**config.mk**
```make
export PLATFORM = sky130hd
export DESIGN_NAME = key_encoder_148
export DESIGN_NICKNAME = d
export VERILOG_FILES = /design/src/rtl/ls_logic_pkg.sv /design/src/rtl/debounce_bit.sv /design/src/rtl/key_encoder_148.sv
export SDC_FILE = /design/constraint.sdc
export NUM_CORES = 1
export LEC_CHECK = 0
export ABC_AREA = 1
export CAP_MARGIN = 20
export CORE_MARGIN = 2
export CORE_UTILIZATION = 61
export DETAILED_ROUTE_END_ITERATION = 16
export GPL_ROUTABILITY_DRIVEN = 0
export PLACE_DENSITY_LB_ADDON = 0.15
export SLEW_MARGIN = 5
export SYNTH_ARGS = -nofsm -noshare
export SYNTH_HDL_FRONTEND = slang
export SYNTH_SLANG_ARGS = --single-unit
```
**constraint.sdc**
```tcl
create_clock -name clk -period 1.9 [get_ports clk]
set_input_delay 0.285 -clock clk [delete_from_list [all_inputs] [get_ports clk]]
set_output_delay 0.285 -clock clk [all_outputs]
set_load 0.01 [all_outputs]
```
**src/rtl/ls_logic_pkg.sv**
```systemverilog
// Shared constants and helpers for the 74LS-series compatible logic blocks.
package ls_logic_pkg;

    // Inactive a_n value, also shared by the EI-disabled and no-key cases
    localparam logic [2:0] ENC_IDLE_A = 3'b111;

    // Strobe FSM state encodings
    localparam logic [0:0] IDLE = 1'b0;
    localparam logic [0:0] HELD = 1'b1;

    // {valid, idx}: valid when any active-low input is low, idx of the highest one
    typedef struct packed {
        logic       valid;
        logic [2:0] idx;
    } prio_t;

    // 8-input priority search over active-low inputs, bit 7 wins
    function automatic prio_t prio148(input logic [7:0] v_n);
        prio_t r;
        r.valid = 1'b0;
        r.idx   = 3'd0;
        for (int i = 0; i < 8; i++) begin
            if (!v_n[i]) begin
                r.valid = 1'b1;
                r.idx   = 3'(i);
            end
        end
        return r;
    endfunction

endpackage

```
**src/rtl/debounce_bit.sv**
```systemverilog
// Two-flop synchroniser plus counter debouncer for one active-low key line.
module debounce_bit #(
    parameter int unsigned DEB_CYCLES = 240000
) (
    input  logic clk,
    input  logic rst_n,
    input  logic raw,
    output logic deb
);

    localparam int unsigned CNT_W = $clog2(DEB_CYCLES);
    localparam logic [CNT_W-1:0] CNT_LAST = CNT_W'(DEB_CYCLES - 1);

    logic             sync1;
    logic             sync2;
    logic [CNT_W-1:0] cnt;

    // Bring the asynchronous key line into the clk domain
    always_ff @(posedge clk) begin
        if (!rst_n) begin
            sync1 <= 1'b1;
            sync2 <= 1'b1;
        end else begin
            sync1 <= raw;
            sync2 <= sync1;
        end
    end

    // Accept a new level only after it has differed from deb for DEB_CYCLES edges
    always_ff @(posedge clk) begin
        if (!rst_n) begin
            deb <= 1'b1;
            cnt <= '0;
        end else if (sync2 == deb) begin
            cnt <= '0;
        end else if (cnt == CNT_LAST) begin
            deb <= sync2;
            cnt <= '0;
        end else begin
            cnt <= cnt + CNT_W'(1);
        end
    end

endmodule

```
**src/rtl/key_encoder_148.sv**
```systemverilog
// Debounced 8-to-3 priority key encoder with 74LS148 outputs and change strobe.
module key_encoder_148 #(
    parameter int unsigned DEB_CYCLES = 240000
) (
    input  logic       clk,
    input  logic       rst_n,
    input  logic [7:0] in_n,
    input  logic       ei_n,
    output logic [2:0] a_n,
    output logic       gs_n,
    output logic       eo_n,
    output logic [2:0] key_code,
    output logic       key_stb
);

    import ls_logic_pkg::*;

    logic [7:0] deb_n;
    logic       ei_sync1;
    logic       ei_sync2;
    prio_t      enc;
    logic [2:0] a_nxt;
    logic       gs_nxt;
    logic       eo_nxt;
    logic [0:0] state;
    logic [0:0] state_nxt;
    logic [2:0] code_nxt;
    logic       stb_nxt;

    // One debouncer per key line
    for (genvar g = 0; g < 8; g++) begin : g_deb
        debounce_bit #(
            .DEB_CYCLES(DEB_CYCLES)
        ) u_deb (
            .clk  (clk),
            .rst_n(rst_n),
            .raw  (in_n[g]),
            .deb  (deb_n[g])
        );
    end

    // Synchronise the enable input; EI has no debounce
    always_ff @(posedge clk) begin
        if (!rst_n) begin
            ei_sync1 <= 1'b1;
            ei_sync2 <= 1'b1;
        end else begin
            ei_sync1 <= ei_n;
            ei_sync2 <= ei_sync1;
        end
    end

    // 74LS148 encode of the debounced keys
    always_comb begin
        enc    = prio148(deb_n);
        a_nxt  = ENC_IDLE_A;
        gs_nxt = 1'b1;
        eo_nxt = 1'b1;
        if (!ei_sync2) begin
            if (enc.valid) begin
                a_nxt  = ~enc.idx;
                gs_nxt = 1'b0;
            end else begin
                eo_nxt = 1'b0;
            end
        end
    end

    // Strobe FSM next state: fire on a fresh selection or a change of key
    always_comb begin
        state_nxt = state;
        code_nxt  = key_code;
        stb_nxt   = 1'b0;
        case (state)
            IDLE: begin
                if (!gs_nxt) begin
                    state_nxt = HELD;
                    code_nxt  = enc.idx;
                    stb_nxt   = 1'b1;
                end
            end
            HELD: begin
                if (gs_nxt) begin
                    state_nxt = IDLE;
                end else if (enc.idx != key_code) begin
                    code_nxt = enc.idx;
                    stb_nxt  = 1'b1;
                end
            end
            default: state_nxt = IDLE;
        endcase
    end

    // Register encoder outputs, FSM state and strobe together
    always_ff @(posedge clk) begin
        if (!rst_n) begin
            state    <= IDLE;
            a_n      <= ENC_IDLE_A;
            gs_n     <= 1'b1;
            eo_n     <= 1'b1;
            key_code <= 3'd0;
            key_stb  <= 1'b0;
        end else begin
            state    <= state_nxt;
            a_n      <= a_nxt;
            gs_n     <= gs_nxt;
            eo_n     <= eo_nxt;
            key_code <= code_nxt;
            key_stb  <= stb_nxt;
        end
    end

endmodule
```
==> run_results.csv, run 1 <==
group,metric,value,unit
timing,period_share,90.9,%
clocking,htree_levels,4,
timing,whs,0.412,ns
clocking,cts_sinks,180,
grt,grt_pass1_vias,6057,
setup_path,startpoint,"g_deb[5].u_deb.cnt[0]$_SDFF_PP0_",
setup_path,crit_top_cell,"nand2_1",
setup_path,max_stage_delay,0.39,ns
logic_synthesis,yosysUniqueCellTypes,40,
power_and_ir_drop,power.density,843,nW/um2
setup_path,crit_chain,"ha_1 -> nand2_1 -> inv_2 -> nand4_1 -> nor2_2 -> nand2_1 -> inv_1 -> nand2_1 -> o21ai_0 -> a21oi_1",
power_and_ir_drop,power.total,0.00762,W
logic_synthesis,syn_area,8010,um2
placed_design,dp.cells,1214,
clocking,cts_root_buf,"clkbuf_16",
floorplanning,rows,41,
floorplanning,dieArea,14100,um2
setup_path,slowest_stage,"dfxtp_1",
grt,grt_max_degree,24,
setup_path,worstPathMaxFanout,4,
floorplanning,core,12700,um2
hold_path,holdCritStartpoint,"g_deb[2].u_deb.sync1$_SDFF_PN1_",
power_and_ir_drop,irDropWorstVdd,931,uV
placed_design,port-buffer-count,19,
timing,maxSlewHeadroom,57.2,%
routing,detail-route-antenna-nets,0,
setup_path,cp_data_arrival_time,2.03,ns
routing,viasPerCell,5.19,
setup_path,cp_top_family,"simple AND/OR/NAND/NOR gates",
timing,worst_pin_slew,0.641,ns
final_layout,area_growth,12.8,%
placed_design,hpwl,10.3,mm
setup_path,start_kind,"flop",
logic_synthesis,synth_cells,1028,
logic_synthesis,synthFlopType,"dfxtp_1",
routing,drt_iter0_drc,416,
logic_synthesis,synth_seq_cells,180,
final_layout,drive_above_1_share,13.1,%
setup_path,setup.worst_path.class,"flop to flop",
hold_path,holdCritPathClass,"flop to flop",
final_layout,antenna_cells,0,
timing,clock_skew,0.00554,ns
clocking,clock_latency,0.42,ns
final_layout,layout_common_cells,"180 x dfxtp_1, 161 x nand2_1, 128 x inv_1, 121 x nor2_1, 67 x nor3_1",
final_layout,layout_commonest_cell,"dfxtp_1",
logic_synthesis,synth_edf_count,0,
final_layout,final_nets,1080,
routing,vias,6449,
setup_path,cp_num_buf_inv,2,
routing,routed_wire_length_per_instance,11.9,um
timing,layout_min_cycle_time,1.73,ns
clocking,numCtsBuffers,17,
clocking,clock_path_buffers,2,
final_layout,final_core_util,71.0,%
flow_run,cap_violations,0,
setup_path,critical_path.endpoint_type,"flop",
routing,wl,14.8,mm
clocking,clk_transition_reported_paths,0.06,ns
timing,finalMaxSlewViolations,0,
status,status,"finished clean",
logic_synthesis,yosysSeqAreaShare,45.0,%
final_layout,filler_cell_count,1094,
grt,grt_overflow_total,0,
grt,grt_antenna_before_repair,0,
floorplanning,chipHeight,119,um
routing,firstDrtPassIters,5,
floorplanning,start_util,63.0,%
logic_synthesis,synth.avg_cell_area,7.79,um2
clocking,ctsHoldBuffers,0,
logic_synthesis,yosys_warnings,0,
grt,grt_pass1_wl,25.7,mm
timing,fmax,0.579,GHz
final_layout,stdcell_count,1243,
routing,drc,0,
power_and_ir_drop,power_leakage,3.18,nW
logic_synthesis,syn_nets,1047,
timing,hold_viol,0,
grt,grt.total_usage,21.7,%
setup_path,r2r_start,"g_deb[5].u_deb.cnt[0]$_SDFF_PP0_",
setup_path,critPathRequiredTime,2.20,ns
floorplanning,die-width,119,um
timing,rsz0062_at_grt,"false",
clocking,cts_tree,"done",
floorplanning,io-pin-count,20,
logic_synthesis,async_flop_share,0,%
timing,setup_viol,0,
-- layout make-up --
cell class / count / area, um2 / area share, %
clock buffers: 19 / 443 / 4.90
clock inverters: 10 / 183 / 2.02
inverters: 138 / 518 / 5.73
multi-input cells: 698 / 3820 / 42.3
flip-flops and latches: 180 / 3600 / 39.9
well taps: 172 / 215 / 2.38
repair buffers: 26 / 255 / 2.82
-- report_power, final --
| part | internal [W] | total [W] | switching, W |
|---|---|---|---|
| sequential | 0.00380 | 0.00381 | 0.0000140 |
| clock | 0.00234 | 0.00370 | 0.00136 |
| combinational | 0.0000491 | 0.000108 | 0.0000585 |
-- state kept, by name, indices dropped and copies added (netlist names) --
signal	flops
ei_sync2	1
g_deb.u_deb.cnt	144
g_deb.u_deb.sync1	8
ei_sync1	1
key_stb	1
key_code	3
g_deb.u_deb.sync2	8
state	1
eo_n	1
gs_n	1
g_deb.u_deb.deb	8
a_n	3
-- per-layer routing --
metal	wire (um)	global-route usage, %
met5	0	0
met4	174	6.32
met3	412	5.02
met2	6820	36.0
met1	7350	28.3
-- Yosys cell counts, types with 3 or more instances --
cell type / n / area share [%]
dfxtp_1: 180 / 45
nand2_1: 161 / 7.5
inv_1: 128 / 6.0
nor2_1: 122 / 5.7
nor3_1: 67 / 4.2
a21oi_1: 59 / 3.7
nand3_1: 49 / 3.1
xor2_1: 42 / 4.6
nand4_1: 26 / 2.0
nor2_2: 25 / 2.0
or2_2: 22 / 1.7
o21ai_0: 18 / 1.1
nor4_1: 12 / 0.94
nor3b_1: 11 / 1.0
inv_2: 10 / 0.47
nand3_2: 10 / 1.2
nand2_2: 9 / 0.70
ha_1: 8 / 1.2
nand4_2: 7 / 1.1
a31oi_1: 6 / 0.47
nor3_2: 6 / 0.75
xnor2_1: 6 / 0.66
buf_4: 5 / 0.47
nor2_4: 4 / 0.56
or2_0: 4 / 0.31
buf_2: 3 / 0.19
nor3_4: 3 / 0.61
nor3b_2: 3 / 0.47
o211ai_1: 3 / 0.28
o21ai_1: 3 / 0.19
o31ai_1: 3 / 0.28
-- final timing paths --
check,to,slack [ns],depth (start not counted)
worst max-delay path,g_deb[5].u_deb.cnt[12]$_SDFF_PP0_,0.17,10
worst min-delay path,g_deb[2].u_deb.sync2$_SDFF_PN1_,0.41,1
worst max register to register,g_deb[5].u_deb.cnt[12]$_SDFF_PP0_,0.17,10
worst min register to register,g_deb[2].u_deb.sync2$_SDFF_PN1_,0.41,1
-- per-stage QoR --
stage	instance area [um2]	setup TNS, ns	setup WS (ns)
finish	9040	0	0.172
global route	9040	0	0.00705
CTS	9030	0	0.145
detailed placement	8400	-0.0408	-0.0408
global placement	8400	-0.00573	-0.00573
floorplan	8010	0	0.414
-- what timing repair did --
| action | 4_1_cts | 5_1_grt |
|---|---|---|
| buffers inserted | 0 | 0 |
| setup endpoints to repair | 0 | 4 |
| gates resized for setup | 0 | 3 |
-- cells by family (layout without fill, tap and decap cells) --
logic type / after synthesis / after routing / synth area share, %
and+or+nand+nor: 547 / 547 / 34.7
DFF: 180 / 180 / 45.0
buffers and inverters: 150 / 193 / 7.50
AOI/OAI and AO/OA: 95 / 95 / 6.31
xor gates and xnor gates: 48 / 48 / 5.25
adders and majority gates: 8 / 8 / 1.25
No activity file was read; power rests on OpenSTA's default activity.
==> run 2, diff against run 1 <==
--- a/config.mk
+++ b/config.mk
@@ -11,6 +11,7 @@
 export CORE_UTILIZATION = 61
 export DETAILED_ROUTE_END_ITERATION = 16
 export GPL_ROUTABILITY_DRIVEN = 0
+export GPL_TIMING_DRIVEN = 0
 export PLACE_DENSITY_LB_ADDON = 0.15
 export SLEW_MARGIN = 5
 export SYNTH_ARGS = -nofsm -noshare
==> run 2 against run 1 <==
  * Clock power up 2%
  * Via count up 1.3%
  * Critical endpoint is now g_deb[4].u_deb.cnt[15]$_SDFF_PP0_
  * Cell count up 0.80%
  * Setup slack worse by 0.041 ns
==> run_results.csv, run 2 (synthesis gave the netlist of run 1 again) <==
group,metric,value,unit
status,status,"finished clean",
routing,routed_wire_length_per_instance,12.0,um
hold_path,hold_depth,3,
final_layout,largest_reg_flops,144,
timing,worst_pin_slew,0.421,ns
final_layout,final_nets,1087,
clocking,clock_path_buffers,2,
final_layout,layout_commonest_cell,"dfxtp_1",
grt,grt.total_usage,22.8,%
clocking,numCtsBuffers,17,
setup_path,cp_data_arrival_time,2.11,ns
power_and_ir_drop,power.total,0.00769,W
timing,finalMaxSlewViolations,0,
power_and_ir_drop,irDropWorstVdd,650,uV
timing,setup_viol,0,
grt,grt_antenna_before_repair,0,
flow_run,cap_violations,0,
final_layout,layout_common_cells,"180 x dfxtp_1, 161 x nand2_1, 128 x inv_1, 122 x nor2_1, 67 x nor3_1",
routing,vias,6531,
setup_path,setup.worst_path.class,"flop to flop",
power_and_ir_drop,power.density,845,nW/um2
timing,maxSlewHeadroom,71.9,%
setup_path,worstPathMaxFanout,10,
hold_path,holdCritPathClass,"input pin to flop",
floorplanning,dieArea,14100,um2
timing,layout_min_cycle_time,1.77,ns
clocking,cts_sinks,180,
grt,grt_overflow_total,0,
timing,period_share,93.1,%
routing,viasPerCell,5.21,
timing,rsz0062_at_grt,"false",
setup_path,critical_path.endpoint_type,"flop",
grt,grt_max_degree,17,
floorplanning,io-pin-count,20,
clocking,htree_levels,4,
grt,grt_pass1_wl,26.5,mm
floorplanning,chipHeight,119,um
clocking,clock_latency,0.44,ns
final_layout,antenna_cells,0,
routing,detail-route-antenna-nets,0,
routing,firstDrtPassIters,5,
clocking,cts_root_buf,"clkbuf_16",
placed_design,port-buffer-count,18,
timing,clock_skew,0.00683,ns
timing,fmax,0.566,GHz
setup_path,rr_worst_depth,7,
floorplanning,start_util,63.0,%
clocking,clk_transition_reported_paths,0.07,ns
floorplanning,core,12700,um2
clocking,cts_tree,"done",
final_layout,largest-register,"g_deb.u_deb.cnt",
floorplanning,die-width,119,um
grt,grt_pass1_vias,6138,
placed_design,hpwl,10.5,mm
setup_path,start_kind,"flop",
power_and_ir_drop,power_leakage,3.21,nW
routing,drt_iter0_drc,418,
timing,fin_setup_tns,0,ns
clocking,ctsHoldBuffers,0,
routing,wl,15.1,mm
timing,hold_viol,0,
setup_path,critPathRequiredTime,2.24,ns
floorplanning,rows,41,
final_layout,drive_above_1_share,13.6,%
final_layout,area_growth,13.5,%
routing,drc,0,
## run 2: changes by cell type in the layout (fill, tap and decap cells not counted), sizes merged, moves of 2 or more
cell | before | now
inv | 138 | 141
buf | 7 | 12
clkinv | 2 | 5
clkbuf | 19 | 21
## run 2: final timing paths
kind	from	to	slack (ns)
max	g_deb[4].u_deb.cnt[0]$_SDFF_PP0_	g_deb[4].u_deb.cnt[15]$_SDFF_PP0_	0.13
min	rst_n	g_deb[3].u_deb.cnt[6]$_SDFF_PP0_	0.31
max reg2reg	g_deb[4].u_deb.cnt[0]$_SDFF_PP0_	g_deb[4].u_deb.cnt[15]$_SDFF_PP0_	0.13
min reg2reg	g_deb[1].u_deb.sync1$_SDFF_PN1_	g_deb[1].u_deb.sync2$_SDFF_PN1_	0.42
## run 2: area by class of cell
class	count	area [um2]
multi-input combinational	698	3830
fill	1039	3630
sequential	180	3600
inverter	138	518
clock buffer	18	439
tap	172	215
timing repair buffer	21	203
clock inverter	14	201
buffer	12	85.1
## run 2: where the power goes
group,switching (W),total (W),internal (W)
clock,0.00152,0.00377,0.00225
sequential,0.0000131,0.00381,0.00380
combinational,0.0000626,0.000113,0.0000502
total,0.00159,0.00769,0.00610
## run 2: routing by layer
layer | part of all wire [%] | wire, um | vias to the layer above | track usage [%]
met5 | 0 | 0 | - | 0
met4 | 1.8 | 277 | 0 | 8.33
met3 | 3.1 | 469 | 25 | 6.08
met2 | 48 | 7210 | 107 | 37.7
met1 | 47 | 7130 | 2974 | 28.6
li1 | - | - | 3425 | -
## run 2: repair_timing
action,4_1_cts,5_1_grt
endpoints found under the hold margin,0,0
endpoints found under the setup margin,0,18
resized for setup,0,5
setup buffers,0,3
## run 2: worst max-delay path, stage by stage, from the launching register on
cell and delay, ns:
dfxtp_1 0.36, ha_1 0.18, nand2_1 0.11, nor3_4 0.29
nand3_1 0.20, nand3_2 0.23, buf_4 0.22, nor2_1 0.06
## run 2: metrics by stage
stage                     worst slack (ns)  utilization [%]  hold slack (ns)  instance area [um2]  instances
after floorplan                      0.414                -            0.392                 8010       1028
after CTS                            0.109             71.1            0.337                 9050       1250
final                                0.132             71.5            0.313                 9100       1253
after detailed placement             0.108             66.1            0.400                 8410       1218
after global placement               0.169             66.1            0.394                 8410       1218
after global routing               0.00371             71.5            0.329                 9100       1253
==> run 3, diff against run 2 <==
==> constraint.sdc (replaced) <==
create_clock -name clk -period 2 [get_ports clk]
set_input_delay 0.3 -clock clk [delete_from_list [all_inputs] [get_ports clk]]
set_output_delay 0.3 -clock clk [all_outputs]
set_load 0.01 [all_outputs]
==> run 3 against run 2 <==
  * Non-clock buffer count fell by 3
  * Sequential share of layout area up 0.21 points
  * Sequential power decreased by 5%
  * Utilization is 0.37 points lower
  * Via count fell by 0.41%
  * Fmax hardly changed
  * Power fell by 5.0%
  * Register-to-register slack better by 0.10 ns
  * Clock power decreased by 5%
  * Clock skew shrank 0.0010 ns
==> run_results.csv, run 3 (synthesis gave the netlist of run 1 again) <==
group,metric,value,unit
status,status,"finished clean",
final_layout,layout_commonest_cell,"dfxtp_1",
final_layout,layout_common_cells,"180 x dfxtp_1, 161 x nand2_1, 128 x inv_1, 122 x nor2_1, 67 x nor3_1",
floorplanning,dieArea,14100,um2
final_layout,stdcell_count,1250,
setup_path,r2r_start,"g_deb[3].u_deb.cnt[0]$_SDFF_PP0_",
grt,grt.total_usage,22.8,%
timing,whs,0.371,ns
clocking,cts_root_buf,"clkbuf_16",
timing,setup_viol,0,
grt,grt_pass1_wl,26.5,mm
floorplanning,start_util,63.0,%
routing,top_layer_used,"met4",
timing,layout_min_cycle_time,1.77,ns
grt,grt_pass1_vias,6138,
timing,fin_setup_tns,0,ns
setup_path,cp_data_arrival_time,2.10,ns
hold_path,holdCritStartpoint,"rst_n",
hold_path,holdCritPathClass,"input pin to flop",
setup_path,worstPathMaxFanout,10,
timing,period_share,88.3,%
placed_design,hpwl,10.5,mm
timing,hold_viol,0,
power_and_ir_drop,power.density,807,nW/um2
clocking,ctsHoldBuffers,0,
placed_design,dp.cells,1218,
power_and_ir_drop,p_seq_share,49.5,%
final_layout,final_nets,1084,
placed_design,port-buffer-count,18,
timing,maxSlewHeadroom,71.8,%
clocking,clock_path_buffers,2,
clocking,clock_latency,0.44,ns
timing,finalMaxSlewViolations,0,
setup_path,setup.worst_path.class,"flop to flop",
clocking,htree_levels,4,
routing,viasPerCell,5.20,
routing,drt-met1-wl,7.08,mm
power_and_ir_drop,p_comb_share,1.4,%
grt,grt_antenna_before_repair,0,
final_layout,area_growth,12.9,%
clocking,numCtsBuffers,17,
clocking,cts_sinks,180,
floorplanning,io-pin-count,20,
grt,grt_overflow_total,0,
clocking,clk_transition_reported_paths,0.07,ns
power_and_ir_drop,intPower,0.00579,W
setup_path,critPathRequiredTime,2.33,ns
power_and_ir_drop,irDropWorstVdd,614,uV
routing,detail-route-antenna-nets,0,
final_layout,antenna_cells,0,
final_layout,largest_reg_flops,144,
clocking,cts_tree,"done",
flow_run,cap_violations,0,
final_layout,largest-register,"g_deb.u_deb.cnt",
routing,drt_iter0_drc,403,
hold_path,hold_path_end,"g_deb[5].u_deb.cnt[14]$_SDFF_PP0_",
power_and_ir_drop,p_clk_share,49.0,%
timing,worst_pin_slew,0.423,ns
final_layout,filler_cell_count,1055,
routing,vias,6504,
timing,clock_skew,0.00583,ns
floorplanning,rows,41,
routing,wl_met3,525,um
hold_path,hold_depth,3,
timing,rsz0062_at_grt,"false",
routing,drc,0,
routing,wl,14.9,mm
grt,grt_max_degree,17,
setup_path,r2r_slack,0.23,ns
routing,firstDrtPassIters,5,
setup_path,r2r-end,"g_deb[3].u_deb.cnt[10]$_SDFF_PP0_",
power_and_ir_drop,power_leakage,3.19,nW
timing,fmax,0.566,GHz
clocking,postCtsSetupRepairBufs,0,
routing,routed_wire_length_per_instance,12.0,um
routing,met2_wirelength,7.11,mm
floorplanning,core,12700,um2
setup_path,rr_worst_depth,9,
floorplanning,chipHeight,119,um
power_and_ir_drop,power_switching,0.00151,W
setup_path,critical_path.endpoint_type,"flop",
power_and_ir_drop,swShare,20.7,%
clocking,cts_resized,0,
setup_path,startpoint,"g_deb[3].u_deb.cnt[0]$_SDFF_PP0_",
floorplanning,die-width,119,um
setup_path,start_kind,"flop",
final_layout,drive_above_1_share,13.4,%
-- run 3: cell types whose count changed in the layout (fill, tap and decap cells not counted) --
cell | before | now
nand2_4 | 1 | 0
buf_2 | 2 | 3
clkbuf_4 | 1 | 0
nand2_2 | 8 | 9
nand3_4 | 2 | 1
nor2_2 | 23 | 25
buf_4 | 8 | 5
nor2_4 | 6 | 4
nand3_2 | 9 | 10
-- run 3: cell type report --
type                       instances  area (um2)  area share [%]
clock inverter                    14         201            2.23
inverter                         138         518            5.72
multi-input combinational        698        3810            42.1
sequential                       180        3600            39.8
clock buffer                      18         439            4.85
tap                              172         215            2.38
timing repair buffer              18         180            1.99
buffer                            12        82.6           0.913
-- run 3: through the flow --
step           utilization [%]  setup WS [ns]  total power [W]  cell area, um2
6_report                  71.1          0.233          0.00730            9050
3_3_place_gp              66.1          0.269          0.00380            8410
2_1_floorplan                -          0.514          0.00376            8010
5_1_grt                   71.1         0.0263          0.00752            9050
4_1_cts                   71.1          0.209          0.00735            9050
3_5_place_dp              66.1          0.208          0.00380            8410
-- run 3: worst max-delay path: stages, from the launching register on --
cell	delay, ns
dfxtp_1	0.35
ha_1	0.20
nand3_1	0.13
nor2_2	0.17
inv_2	0.07
nor2_2	0.13
nand4_2	0.17
nand3_2	0.22
buf_6	0.17
nor2_1	0.05
-- run 3: power groups by stage --
stage / logic (W) / clock network (W) / registers (W)
CTS: 0.000105 / 0.00363 / 0.00362
global placement: 0.000102 / 0 / 0.00370
floorplan: 0.0000634 / 0 / 0.00370
finish: 0.000104 / 0.00358 / 0.00362
detailed placement: 0.000104 / 0 / 0.00370
global route: 0.000117 / 0.00378 / 0.00362
-- run 3: worst max-delay path by stage --
stage	endpoint	slack [ns]	cells past startpoint
after CTS	g_deb[4].u_deb.cnt[15]$_SDFF_PP0_	0.21	7
final	g_deb[3].u_deb.cnt[10]$_SDFF_PP0_	0.23	9
after detailed placement	g_deb[4].u_deb.cnt[15]$_SDFF_PP0_	0.21	7
after global placement	g_deb[4].u_deb.cnt[15]$_SDFF_PP0_	0.27	7
after floorplan	g_deb[4].u_deb.cnt[12]$_SDFF_PP0_	0.51	7
after global routing	g_deb[3].u_deb.cnt[9]$_SDFF_PP0_	0.03	9
-- run 3: per-layer routing --
metal | vias up | global-route usage (%)
li1 | 3415 | -
met3 | 23 | 6.08
met1 | 2955 | 28.6
met4 | 0 | 8.33
met5 | - | 0
met2 | 111 | 37.7
==> patch (settings of run 1) <==
Add an input register stage for `in_n` and `ei_n`, without a reset; this delays them by one clock.
--- a/src/rtl/key_encoder_148.sv
+++ b/src/rtl/key_encoder_148.sv
@@ -15,4 +15,12 @@
 
     import ls_logic_pkg::*;
+
+    logic [7:0] in_n_q;
+    logic ei_n_q;
+
+    always_ff @(posedge clk) begin
+        in_n_q <= in_n;
+        ei_n_q <= ei_n;
+    end
 
     logic [7:0] deb_n;
@@ -35,5 +43,5 @@
             .clk  (clk),
             .rst_n(rst_n),
-            .raw  (in_n[g]),
+            .raw  (in_n_q[g]),
             .deb  (deb_n[g])
         );
@@ -46,5 +54,5 @@
             ei_sync2 <= 1'b1;
         end else begin
-            ei_sync1 <= ei_n;
+            ei_sync1 <= ei_n_q;
             ei_sync2 <= ei_sync1;
         end
Check against the original RTL: not equivalent (a bounded check fails within 4 cycles, from zero or initial values and one cycle with rst_n low).
==> patch against run 1 <==
Sequential cell count grew 9. Area after synthesis is 4.2% higher. Maximum frequency up 1.9%. Critical path type unchanged. Total power grew 2.7%. Routed wire length up 1.1%. Design area increased by 3.9%. Combinational power barely moved. Clock skew is 0.00066 ns lower. Setup slack improved by 0.032 ns.
==> patch: results (changes against run 1) <==
[power]
leakage_nw=3.40  ; +7.1%
vdd_drop_max_mv=0.779  ; -16%
intPower_mw=6.16  ; -0.41%

[placement]
dp_hpwl_mm=10.6  ; +3.1%
pre_cts_slack_ns=0.0491  ; +0.0899 ns
dpl.cell_count=1246  ; +2.6%

[global_route]
grt_pass1_wl_mm=26.8  ; +4.1%
grt_max_degree=25  ; +4.2%
track_usage_pct=22.0  ; +0.28 points
grt_pass1_vias=6252  ; +3.2%

[drt]
dr.first_iter.drc_count=349  ; -16%
wire_per_inst_um=11.7  ; -1.8%
detail_route.first_pass.iterations=5  ; unchanged
drt_wl_total_mm=14.9  ; +1.1%
num_vias=6577  ; +2.0%

[synthesis]
avgSynthCellArea_sq_um=7.91  ; +1.4%
ys_seq_area_share_pct=45.3  ; +0.35 points
ys_top_cells_by_count=189 x dfxtp_1, 165 x nand2_1, 132 x inv_1, 132 x nor2_1, 66 x nor3_1
yosys-top-cells-area=dfxtp_1 45%, nand2_1 7.4%, inv_1 5.9%, nor2_1 5.9%, nor3_1 4.0%
syn_nets=1075  ; +2.7%
synthDistinctLibCells=47  ; +18%

[status]
status=finished clean

[worst_setup_path]
crit_fanout=5  ; +1

[finish]
drive_gt1_share_pct=12.5  ; -0.56 points

[worst_hold_path]
hold_class=input pin to flop

[timing]
tightest_slew_ns=0.579  ; -0.0620 ns
finClkSkew_ns=0.00488  ; -0.000660 ns

[patch: logic make-up (layout without fill, tap and decap cells)]
| kind of cell | after synthesis | after routing | synth area share, % |
|---|---|---|---|
| XOR/XNOR | 44 | 44 | 4.62 |
| multiplexers | 1 | 1 | 0.120 |
| adder cells (fa/ha/maj) | 8 | 8 | 1.20 |
| buffers and inverters | 147 | 193 | 7.30 |
| flip-flops | 189 | 189 | 45.3 |
| AND/OR/NAND/NOR | 578 | 579 | 35.3 |
| AO/OA/AOI/OAI | 89 | 89 | 6.13 |
[patch: routing by layer]
layer | up-vias | GRT usage [%] | routed length [um]
met5 | - | 0 | 0
met4 | 0 | 5.96 | 168
met3 | 13 | 5.22 | 496
met2 | 91 | 36.7 | 6990
met1 | 2948 | 28.6 | 7270
li1 | 3525 | - | -
[patch: final cells by class]
type | instances | area (sq um)
multi-input cells | 721 | 3990
fillers | 1108 | 3900
flip-flops and latches | 189 | 3780
inverters | 134 | 503
clock inverters | 15 | 198
repair buffers | 27 | 275
clock buffers | 17 | 425
well taps | 176 | 220
[patch: final timing paths]
path | start | endpoint | slack, ns
setup / recovery | g_deb[2].u_deb.cnt[0] | g_deb[2].u_deb.cnt[14] | 0.20
hold / removal | in_n[5] | in_n_q[5] | 0.29
setup reg to reg | g_deb[2].u_deb.cnt[0] | g_deb[2].u_deb.cnt[14] | 0.20
hold reg to reg | ei_sync1 | ei_sync2 | 0.41
[patch: timing repair]
item                                    4_1_cts  5_1_grt
endpoints found under the setup margin        0       17
resized for setup                             0        6
setup buffers                                 0        0
[patch: power groups by stage]
stage	clock [mW]	sequential, mW	combinational (mW)
floorplan	0	4.09	0.0668
global placement	0	4.10	0.104
detailed placement	0	4.10	0.106
CTS	3.77	4.01	0.107
global route	3.95	4.01	0.121
finish	3.71	4.01	0.108
[patch: worst max-delay path: stages (launching register included)]
cell	delay, ns
dfxtp_1	0.42
ha_1	0.22
nand2_1	0.16
nor3_4	0.29
nand4_1	0.21
nor3b_1	0.22
nor2_1	0.07
